--- config.mk ---
export PLATFORM = sky130hd
export DESIGN_NAME = tiny_rv_fetch_ctrl
export DESIGN_NICKNAME = d
export VERILOG_FILES = /design/src/rtl/tiny_rv_pkg.sv /design/src/rtl/tiny_rv_redirect_arb.sv /design/src/rtl/tiny_rv_fetch_ctrl.sv
export SDC_FILE = /design/constraint.sdc
export NUM_CORES = 1
export LEC_CHECK = 0
export ABC_AREA = 1
export ABC_CLOCK_PERIOD_IN_PS = 2900
export BUFFER_PORTS_ARGS = -buffer_cell sky130_fd_sc_hd__buf_2
export CORE_ASPECT_RATIO = 1.1
export CORE_MARGIN = 2
export CORE_UTILIZATION = 30
export DETAILED_ROUTE_END_ITERATION = 7
export MAX_ROUTING_LAYER = met4
export PLACE_DENSITY_LB_ADDON = 0.08
export SLEW_MARGIN = 5
export SYNTH_ARGS = -nofsm -noshare
export SYNTH_HDL_FRONTEND = slang
export SYNTH_SLANG_ARGS = --single-unit
--- constraint.sdc ---
create_clock -name i_clk -period 2.9 [get_ports i_clk]
set_clock_uncertainty 0.05 [all_clocks]
set_input_delay 0.58 -clock i_clk [delete_from_list [all_inputs] [get_ports i_clk]]
set_output_delay 0.58 -clock i_clk [all_outputs]
set_load 0.03 [all_outputs]
--- src/rtl/tiny_rv_pkg.sv ---
// rtl/tiny_rv_pkg.sv - shared types and helpers for the fetch controller
package tiny_rv_pkg;

    localparam int FLUSH_CNT_W = 3;

    typedef enum logic [2:0] {
        BOOT  = 3'd0,
        RUN   = 3'd1,
        PEND  = 3'd2,
        FLUSH = 3'd3,
        HALT  = 3'd4
    } fetch_ctrl_state_e;

    typedef enum logic [2:0] {
        SRC_NONE   = 3'd0,
        SRC_TRAP   = 3'd1,
        SRC_BR     = 3'd2,
        SRC_JAL    = 3'd3,
        SRC_RESUME = 3'd4
    } redir_src_e;

    // Resume outranks everything so a parked resume can never be displaced.
    function automatic logic [2:0] src_prio(input redir_src_e s);
        case (s)
            SRC_RESUME: src_prio = 3'd4;
            SRC_TRAP:   src_prio = 3'd3;
            SRC_BR:     src_prio = 3'd2;
            SRC_JAL:    src_prio = 3'd1;
            default:    src_prio = 3'd0;
        endcase
    endfunction

endpackage

--- src/rtl/tiny_rv_redirect_arb.sv ---
// rtl/tiny_rv_redirect_arb.sv - fixed-priority select of trap, branch and jal redirects
module tiny_rv_redirect_arb
    import tiny_rv_pkg::*;
(
    input  logic        trap_valid_i,
    input  logic [31:0] trap_vec_i,
    input  logic        br_taken_i,
    input  logic [31:0] br_target_i,
    input  logic        jal_valid_i,
    input  logic [31:0] jal_target_i,
    output logic        valid_o,
    output redir_src_e  src_o,
    output logic [31:0] target_o
);

    always_comb begin
        valid_o  = 1'b1;
        src_o    = SRC_NONE;
        target_o = '0;
        if (trap_valid_i) begin
            src_o    = SRC_TRAP;
            target_o = trap_vec_i;
        end else if (br_taken_i) begin
            src_o    = SRC_BR;
            target_o = br_target_i;
        end else if (jal_valid_i) begin
            src_o    = SRC_JAL;
            target_o = jal_target_i;
        end else begin
            valid_o  = 1'b0;
        end
    end

endmodule

--- src/rtl/tiny_rv_fetch_ctrl.sv ---
// rtl/tiny_rv_fetch_ctrl.sv - fetch sequencing: boot PC, redirects, stall/flush, debug halt
module tiny_rv_fetch_ctrl
    import tiny_rv_pkg::*;
#(
    parameter logic [31:0] RESET_VEC    = 32'h0000_0000,
    parameter int          FLUSH_CYCLES = 1,
    parameter int          CNT_W        = 16
) (
    input  logic             i_clk,
    input  logic             i_reset,
    input  logic             i_trap_valid,
    input  logic [31:0]      i_trap_vec,
    input  logic             i_br_taken,
    input  logic [31:0]      i_br_target,
    input  logic             i_jal_valid,
    input  logic [31:0]      i_jal_target,
    input  logic             i_hazard_stall,
    input  logic             i_mem_busy,
    input  logic             i_halt_req,
    input  logic             i_resume_req,
    input  logic [31:0]      i_resume_addr,
    output logic             o_pipe_stall,
    output logic             o_pipe_flush,
    output logic             o_ld_new_addr,
    output logic [31:0]      o_new_addr,
    output logic             o_halted,
    output logic [CNT_W-1:0] o_redirect_cnt
);

    localparam logic [FLUSH_CNT_W-1:0] FLUSH_EXTRA = FLUSH_CNT_W'(FLUSH_CYCLES - 1);

    fetch_ctrl_state_e       state_q, state_d;
    redir_src_e              pend_src_q, pend_src_d;
    logic [31:0]             pend_addr_q, pend_addr_d;
    logic                    ld_q, ld_d;
    logic [31:0]             addr_q, addr_d;
    logic                    flush_q, flush_d;
    logic [FLUSH_CNT_W-1:0]  fcnt_q, fcnt_d;
    logic                    halted_q, halted_d;
    logic [CNT_W-1:0]        cnt_q, cnt_d;

    logic                    arb_valid;
    redir_src_e              arb_src;
    logic [31:0]             arb_target;
    logic                    issue;
    logic [31:0]             issue_addr;

    tiny_rv_redirect_arb u_arb (
        .trap_valid_i (i_trap_valid),
        .trap_vec_i   (i_trap_vec),
        .br_taken_i   (i_br_taken),
        .br_target_i  (i_br_target),
        .jal_valid_i  (i_jal_valid),
        .jal_target_i (i_jal_target),
        .valid_o      (arb_valid),
        .src_o        (arb_src),
        .target_o     (arb_target)
    );

    always_comb begin
        state_d     = state_q;
        pend_src_d  = pend_src_q;
        pend_addr_d = pend_addr_q;
        ld_d        = 1'b0;
        addr_d      = addr_q;
        flush_d     = 1'b0;
        fcnt_d      = fcnt_q;
        halted_d    = halted_q;
        cnt_d       = cnt_q;
        issue       = 1'b0;
        issue_addr  = '0;

        case (state_q)
            BOOT: begin
                if (!i_mem_busy) begin
                    ld_d    = 1'b1;
                    addr_d  = RESET_VEC;
                    cnt_d   = cnt_q + CNT_W'(1);
                    state_d = RUN;
                end
            end
            RUN: begin
                if (arb_valid) begin
                    if (i_mem_busy) begin
                        pend_src_d  = arb_src;
                        pend_addr_d = arb_target;
                        state_d     = PEND;
                    end else begin
                        issue      = 1'b1;
                        issue_addr = arb_target;
                    end
                end else if (i_halt_req) begin
                    state_d  = HALT;
                    flush_d  = 1'b1;
                    halted_d = 1'b1;
                end
            end
            PEND: begin
                // A new request only displaces the parked one if it strictly outranks it.
                if (arb_valid && (src_prio(arb_src) > src_prio(pend_src_q))) begin
                    pend_src_d  = arb_src;
                    pend_addr_d = arb_target;
                end
                if (!i_mem_busy) begin
                    issue      = 1'b1;
                    issue_addr = pend_addr_d;
                end
            end
            FLUSH: begin
                if (i_trap_valid) begin
                    if (i_mem_busy) begin
                        pend_src_d  = SRC_TRAP;
                        pend_addr_d = i_trap_vec;
                        state_d     = PEND;
                    end else begin
                        issue      = 1'b1;
                        issue_addr = i_trap_vec;
                    end
                end else begin
                    flush_d = 1'b1;
                    fcnt_d  = fcnt_q - 1'b1;
                    if (fcnt_q == FLUSH_CNT_W'(1)) begin
                        state_d = RUN;
                    end
                end
            end
            HALT: begin
                if (i_resume_req) begin
                    if (i_mem_busy) begin
                        pend_src_d  = SRC_RESUME;
                        pend_addr_d = i_resume_addr;
                        state_d     = PEND;
                    end else begin
                        issue      = 1'b1;
                        issue_addr = i_resume_addr;
                    end
                end
            end
            default: state_d = BOOT;
        endcase

        // The final flush cycle is spent in RUN so a new redirect can be accepted there.
        if (issue) begin
            ld_d       = 1'b1;
            addr_d     = issue_addr;
            flush_d    = 1'b1;
            cnt_d      = cnt_q + CNT_W'(1);
            halted_d   = 1'b0;
            pend_src_d = SRC_NONE;
            fcnt_d     = FLUSH_EXTRA;
            state_d    = (FLUSH_CYCLES > 1) ? FLUSH : RUN;
        end
    end

    always_ff @(posedge i_clk) begin
        if (i_reset) begin
            state_q     <= BOOT;
            pend_src_q  <= SRC_NONE;
            pend_addr_q <= '0;
            ld_q        <= 1'b0;
            addr_q      <= RESET_VEC;
            flush_q     <= 1'b0;
            fcnt_q      <= '0;
            halted_q    <= 1'b0;
            cnt_q       <= '0;
        end else begin
            state_q     <= state_d;
            pend_src_q  <= pend_src_d;
            pend_addr_q <= pend_addr_d;
            ld_q        <= ld_d;
            addr_q      <= addr_d;
            flush_q     <= flush_d;
            fcnt_q      <= fcnt_d;
            halted_q    <= halted_d;
            cnt_q       <= cnt_d;
        end
    end

    assign o_pipe_stall   = !ld_q && (((state_q == RUN) && (i_hazard_stall || i_mem_busy))
                                      || (state_q == PEND) || (state_q == HALT));
    assign o_pipe_flush   = flush_q;
    assign o_ld_new_addr  = ld_q;
    assign o_new_addr     = addr_q;
    assign o_halted       = halted_q;
    assign o_redirect_cnt = cnt_q;

endmodule
==> After elaboration in Yosys (flattened, before gate mapping) <==
Index checks and enable logic that the tools add are counted.
{ "totals": {"word_cells": 127, "inputBits": 137, "output_inout_bits": 52, "ff_bits": 92} }
{ "op_classes": {"order_cmp": 1, "bitwise_logic": 3, "n_eq_ne": 29, "add_sub_neg": 2, "n_mux": 64, "reduce_logical": 18} }
{ "ops": {"columns": ["operator", "n"], "rows": [
  ["$mux W32", 20],
  ["$pmux W32 S4", 2],
  ["$mux W3", 18],
  ["$mux W16", 3],
  ["$pmux W3 S4", 3],
  ["$eq A3 B2 Y1 const B", 6],
  ["$ne A2 B2 Y1 const B", 9],
  ["$add A16 B1 Y16 const B", 1],
  ["$pmux W3 S5", 1],
  ["$mux W1", 14],
  ["$eq A3 B1 Y1 const B", 4],
  ["$ne A3 B3 Y1 const B", 4],
  ["$reduce_and A5 Y1", 2],
  ["$eq A3 B3 Y1 const B", 3],
  ["$ne A4 B4 Y1 const B", 2],
  ["$reduce_and A8 Y1", 1],
  ["$reduce_and A7 Y1", 1],
  ["$pmux W1 S4", 1],
  ["$reduce_and A2 Y1", 2],
  ["$reduce_bool A4 Y1", 1],
  ["$gt A3 B3 Y1", 1],
  ["$logic_and A1 B1 Y1", 3],
  ["$logic_not A3 Y1", 1],
  ["$logic_or A1 B1 Y1", 3],
  ["9 further kinds", 11]
]} }

==> Depth between registers and ports, before layout <==
{ "logic_depth": {"ltp_word": 12, "ltp_mapped": 18, "depth_no_buf": 15} }

==> Hierarchy <==
From an unflattened synthesis, not the netlist that was laid out.
{ "unflattened": {"hier_cells": 1391, "area_unflattened_um2": 7493.4} }
{ "by_module_without_submodules": {"columns": ["module", "cells_per_inst", "area_per_inst_um2", "instances", "seq_area_each_um2"], "rows": [
  ["tiny_rv_fetch_ctrl", 1141, 6492.5, 1, 1841.8],
  ["tiny_rv_redirect_arb", 250, 1001.0, 1, 0.0]
]} }

==> Worst setup path after synthesis <==
No wires, ideal clock.
{ "synth_path": {"path_type": "in2reg", "startpoint": "input port i_trap_valid", "endpoint": "register pend_addr_q[18]", "arrival_ns": 2.548, "setup_slack_ns": 0.185, "t_required_ns": 2.733, "stages": 16, "path_buffers": 5, "path_cell_list": "buf_4 > inv_2 > buf_2 > clkbuf_1 > nand2_1 > ha_1 > nand2_1 > inv_1 > a21oi_1 > nand2_1 > buf_2 > buf_4 > nand3_1 > nand2_1 > nor3_1 > nor2_1"} }
{ "synth_via": {"elab_chain_cells": 8} }
{ "synth_rtl": {"columns": ["element", "line_no", "text"], "rows": [
  ["start, declared", "tiny_rv_fetch_ctrl.sv:11", "input logic i_trap_valid,"],
  ["$mux W3", "tiny_rv_redirect_arb.sv:20", "if (trap_valid_i) begin"],
  ["$eq A3 B2 Y1, or another cell as far along", "tiny_rv_pkg.sv:24", "case (s)"],
  ["$pmux W3 S4", "tiny_rv_pkg.sv:24", null],
  ["$mux W3", "tiny_rv_fetch_ctrl.sv:73", "case (state_q)"],
  ["$gt A3 B3 Y1", "tiny_rv_fetch_ctrl.sv:100", "if (arb_valid && (src_prio(arb_src) > src_prio(pend_src_q))) begin"],
  ["$logic_and A1 B1 Y1", "tiny_rv_fetch_ctrl.sv:100", null],
  ["$mux W32", "tiny_rv_fetch_ctrl.sv:100", null],
  ["$pmux W32 S4", "tiny_rv_fetch_ctrl.sv:73", null],
  ["end signal, assigned", "tiny_rv_fetch_ctrl.sv:169", "pend_addr_q <= pend_addr_d;"],
  ["end, declared", "tiny_rv_fetch_ctrl.sv:34", "logic [31:0] pend_addr_q, pend_addr_d;"]
]} }
Parallel ways exist; a longest one is shown, timed or not. The select of a mux whose other input is x is not followed.
A chain may end at the register's enable or synchronous reset.

==> Final worst setup path <==
{ "layout_path": {"startpoint": "register state_q[0]", "endpoint": "output port o_pipe_stall"} }
{ "layout_via": {"elab_chain_cells": 5} }
{ "layout_rtl": {"columns": ["element", "line_no", "text"], "rows": [
  ["start, declared", "tiny_rv_fetch_ctrl.sv:32", "fetch_ctrl_state_e state_q, state_d;"],
  ["start signal, assigned", "tiny_rv_fetch_ctrl.sv:167", "state_q <= state_d;"],
  ["$eq A3 B1 Y1", "tiny_rv_fetch_ctrl.sv:179", "assign o_pipe_stall = !ld_q && (((state_q == RUN) && (i_hazard_stall || i_mem_busy))"],
  ["$logic_and A1 B1 Y1", "tiny_rv_fetch_ctrl.sv:179", null],
  ["$logic_or A1 B1 Y1", "tiny_rv_fetch_ctrl.sv:180", "|| (state_q == PEND) || (state_q == HALT));"],
  ["$logic_or A1 B1 Y1 *", "tiny_rv_fetch_ctrl.sv:180", null],
  ["$logic_and A1 B1 Y1 *", "tiny_rv_fetch_ctrl.sv:179", null],
  ["end, declared", "tiny_rv_fetch_ctrl.sv:22", "output logic o_pipe_stall,"]
]} }
Every way passes the cells marked *; elsewhere a longest branch is shown, timed or not.

==> results_tabular.tex <==
\begin{tabular}{lr}
\hline
Metric & Value \\
\hline
\multicolumn{2}{l}{\textbf{Final layout}} \\
Final standard cell utilization of the core & 0.3680 \\
Net total in the final layout & 1491 \\
Final std cells w/o fill & 1654 \\
Fill cell instance count of the final layout & 2585 \\
Growth of design area from synthesis to finish & 21.27\% \\
Register area & 1842 um\^{}2 \\
Fraction of final layout cells with drive strength greater than 1 & 0.1892 \\
Area taken by multi-input logic gates & 4398 um\^{}2 \\
\multicolumn{2}{l}{\textbf{STA}} \\
Tcrit/Tclk final & 0.8103 \\
Slew Limit Headroom & 0.6008 \\
Setup repair after global routing missed its margin & false \\
Fin crit period & 2350 ps \\
Hold violation count in the final report & 0 \\
Maximum achievable frequency & 425.6 MHz \\
Actual slew at the worst max-slew pin & 598.2 ps \\
Setup total negative slack & 0 ps \\
Number of endpoints failing setup at the final stage & 0 \\
Final slew viol count & 0 \\
\multicolumn{2}{l}{\textbf{GRT}} \\
Maximum number of pins on one net before global-route repair & 69 \\
First-pass GRT wire length & 42490 um \\
Via count of the first global-routing pass & 7733 \\
Initial antenna violation count & 1 \\
Total congestion overflow & 0 \\
Combined global-route utilization of all metal layers & 0.2302 \\
\multicolumn{2}{l}{\textbf{Status}} \\
Status & completed \\
\multicolumn{2}{l}{\textbf{Route}} \\
DRC violations left & 0 \\
Routed vias & 8394 \\
Iter 0 DRT Violations & 546 \\
TritonRoute pass-1 iters & 5 \\
Vias per cell & 5.075 \\
Drt total wl & 27490 um \\
Antenna violation net count after detailed routing & 0 \\
Wire length per cell & 16.62 um \\
\multicolumn{2}{l}{\textbf{Setup path}} \\
CP endpoint kind & output port \\
Worst R2R Setup Slack & 660 ps \\
Highest fanout seen on the critical path & 8 \\
Data arrival time of the critical path & 1720 ps \\
Worst Path Class, Setup & flop to output port \\
Startpoint type of the worst setup path & flop \\
End of the worst register-to-register path & pend\_addr\_q[2]\$\_SDFFE\_PP0P\_ \\
Startpoint of the worst register-to-register path & state\_q[0]\$\_SDFFE\_PP0P\_ \\
Reg2Reg Depth & 8 \\
Worst EP required & 2270 ps \\
\multicolumn{2}{l}{\textbf{Clocking}} \\
TritonCTS clock tree & yes \\
Number of buffers added by the clock tree synthesis step & 9 \\
CTS clk-pin slew, worst paths & 60 ps \\
Clock Latency Late Sink & 350 ps \\
Maximum clock path buffer count & 2 \\
Post-CTS repair timing setup buffer count & 0 \\
CTS Hold Bufs & 0 \\
Root Buffer & sky130\_fd\_sc\_hd\_\_clkbuf\_16 \\
H-tree depth & 3 \\
Sink count of the clock tree & 92 \\
Quantity of gates resized following cts & 0 \\
\multicolumn{2}{l}{\textbf{Yosys}} \\
Top flip-flop cell by instance count after synthesis & sky130\_fd\_sc\_hd\_\_dfxtp\_1 \\
Cell area after synthesis & 6893 um\^{}2 \\
Top post-synthesis cells by area & sky130\_fd\_sc\_hd\_\_dfxtp\_1 27\%, sky130\_fd\_sc\_hd\_\_nand2\_1 22\%, sky130\_fd\_sc\_hd\_\_nand3\_1 18\%, sky130\_fd\_sc\_hd\_\_nor2\_1 5.7\%, sky130\_fd\_sc\_hd\_\_a21oi\_1 4.4\% \\
Net count after synthesis & 1343 \\
Number of instances in the synthesized netlist & 1201 \\
Sequential fraction of the synthesis area & 0.2672 \\
Cell type contributing the most total cell area after synthesis & sky130\_fd\_sc\_hd\_\_dfxtp\_1 \\
Post-synth top cells & 396 x sky130\_fd\_sc\_hd\_\_nand2\_1, 248 x sky130\_fd\_sc\_hd\_\_nand3\_1, 105 x sky130\_fd\_sc\_hd\_\_nor2\_1, 92 x sky130\_fd\_sc\_hd\_\_dfxtp\_1, 66 x sky130\_fd\_sc\_hd\_\_inv\_1 \\
Top-count cell post-synth & sky130\_fd\_sc\_hd\_\_nand2\_1 \\
Number of flip-flops and latches in the synthesized netlist & 92 \\
Number of distinct library cells after synthesis & 37 \\
Post-synth top area share & 0.2672 \\
Number of warnings reported in the yosys synthesis log & 0 \\
Async SR Flop Fraction & 0 \\
Number of synthesized flops with an enable pin & 0 \\
Mean Syn Cell Area & 5.739 um\^{}2 \\
\multicolumn{2}{l}{\textbf{Floorplan}} \\
FP Rows & 58 \\
Die Height & 163.0 um \\
Die Wd & 148.5 um \\
Initial core utilization & 0.3035 \\
Die Area & 24210 um\^{}2 \\
Io pins & 189 \\
Floorplan Core Area & 22710 um\^{}2 \\
\multicolumn{2}{l}{\textbf{Worst hold path}} \\
Hold path endpoint & fcnt\_q[1]\$\_SDFFE\_PP0P\_ \\
Cell count of the worst hold path & 2 \\
Startpoint of the worst hold path & fcnt\_q[1]\$\_SDFFE\_PP0P\_ \\
Path class of the lowest-slack min-delay path & flop to flop \\
\multicolumn{2}{l}{\textbf{Run}} \\
MaxCap Viol Count & 0 \\
\multicolumn{2}{l}{\textbf{Placement}} \\
Last weighted congestion value of the routability-driven placer & 0.8435 \\
Post-placement cell count & 1638 \\
DP Wirelength & 18800 um \\
Port Buffers & 188 \\
\multicolumn{2}{l}{\textbf{Pwr}} \\
Overall Power & 4.189 mW \\
Power density cells & 501.2 nW/um\^{}2 \\
Highest ir drop seen on vdd & 0.0002462 V \\
P\_leak & 4.385 nW \\
\hline
\end{tabular}
## placed cells by master, fill, tap and decap left out, types with 2 or more instances in the layout
cell type                   instances
sky130_fd_sc_hd__nand2_1          395
sky130_fd_sc_hd__nor2_1           102
sky130_fd_sc_hd__nand3_1          248
sky130_fd_sc_hd__nand4_1            4
sky130_fd_sc_hd__inv_1             66
sky130_fd_sc_hd__o22ai_1            4
sky130_fd_sc_hd__buf_12             2
sky130_fd_sc_hd__nand2_2            4
sky130_fd_sc_hd__nor2_2             4
sky130_fd_sc_hd__and2_1             6
sky130_fd_sc_hd__buf_4             29
sky130_fd_sc_hd__a21oi_1           61
sky130_fd_sc_hd__nor3_1            35
sky130_fd_sc_hd__o21ai_0           45
sky130_fd_sc_hd__clkinv_2           2
sky130_fd_sc_hd__inv_2              5
sky130_fd_sc_hd__ha_1               5
sky130_fd_sc_hd__a32o_1            15
sky130_fd_sc_hd__xor2_1             5
sky130_fd_sc_hd__dfxtp_1           92
sky130_fd_sc_hd__o21ai_1            2
sky130_fd_sc_hd__clkinv_1           2
sky130_fd_sc_hd__nor2_4             5
sky130_fd_sc_hd__clkbuf_16          9
sky130_fd_sc_hd__xnor2_1            3
sky130_fd_sc_hd__buf_2            188
## registers in the layout (all words and copies together), names as in the netlist
signal,flops
o_ld_new_addr,1
pend_src_q,3
pend_addr_q,32
o_pipe_flush,1
fcnt_q,3
o_redirect_cnt,16
o_new_addr,32
o_halted,1
state_q,3
## critical path, cell delays in order, from the launching register on
cell                      delay, ps
sky130_fd_sc_hd__dfxtp_1        350
sky130_fd_sc_hd__inv_1          150
sky130_fd_sc_hd__nand3_1        340
sky130_fd_sc_hd__a31oi_1        310
sky130_fd_sc_hd__buf_2          230
## area by class of cell
type | instances | share of cell area
Clock buffer | 11 | 0.02904
Timing Repair Buffer | 219 | 0.1434
Multi-Input combinational cell | 954 | 0.5261
Antenna cell | 1 | 0.0002994
Inverter | 73 | 0.03278
Tap cell | 300 | 0.04490
Sequential cell | 92 | 0.2203
Clock inverter | 4 | 0.003143
## power by group
part | switching (mW) | total [mW] | internal [mW] | leakage (nW)
logic | 1.06 | 1.52 | 0.460 | 3.50
clock network | 0.545 | 1.15 | 0.600 | 0.131
registers | 0.0963 | 1.53 | 1.43 | 0.751
## worst max-delay path by stage
stage               cells past startpoint  slack, ps               startpoint                      endpoint
floorplan                              16        190             i_trap_valid  pend_addr_q[18]$_SDFFE_PP0P_
global placement                        9        360              i_jal_valid    pend_src_q[2]$_SDFFE_PP0P_
detailed placement                     13        370               i_br_taken  pend_addr_q[24]$_SDFFE_PP0P_
CTS                                     4        520  state_q[0]$_SDFFE_PP0P_                  o_pipe_stall
global route                            6        400  state_q[2]$_SDFFE_PP0P_                  o_pipe_stall
finish                                  4        550  state_q[0]$_SDFFE_PP0P_                  o_pipe_stall
## metrics by stage
step           setup slack (ps)  hold slack, ps  instance area (um^2)
2_1_floorplan             185.2           390.6                  6893
3_3_place_gp              358.9           400.6                  8088
3_5_place_dp              365.8           408.4                  8088
4_1_cts                   520.1           418.7                  8357
5_1_grt                   402.6           443.7                  8359
6_report                  550.2           413.9                  8359
## metal layers
| layer | vias to the layer above | share of wire | GRT usage |
|---|---|---|---|
| li1 | 4241 | - | - |
| met1 | 3891 | 0.48 | 0.3121 |
| met2 | 237 | 0.46 | 0.3689 |
| met3 | 25 | 0.043 | 0.02437 |
| met4 | 0 | 0.014 | 0.05584 |
| met5 | - | 0 | - |
## cells by family (layout without fill, tap and decap cells)
family,count (synthesis),in the layout,share of synthesized area
xor+xnor,8,8,0.01017
other cells,0,1,0
compound gates,133,133,0.1122
buf+inv,155,307,0.09766
fa+ha+maj,5,5,0.009076
simple gates,808,808,0.5037
flops,92,92,0.2672
Power figures use the tool's default switching activity.
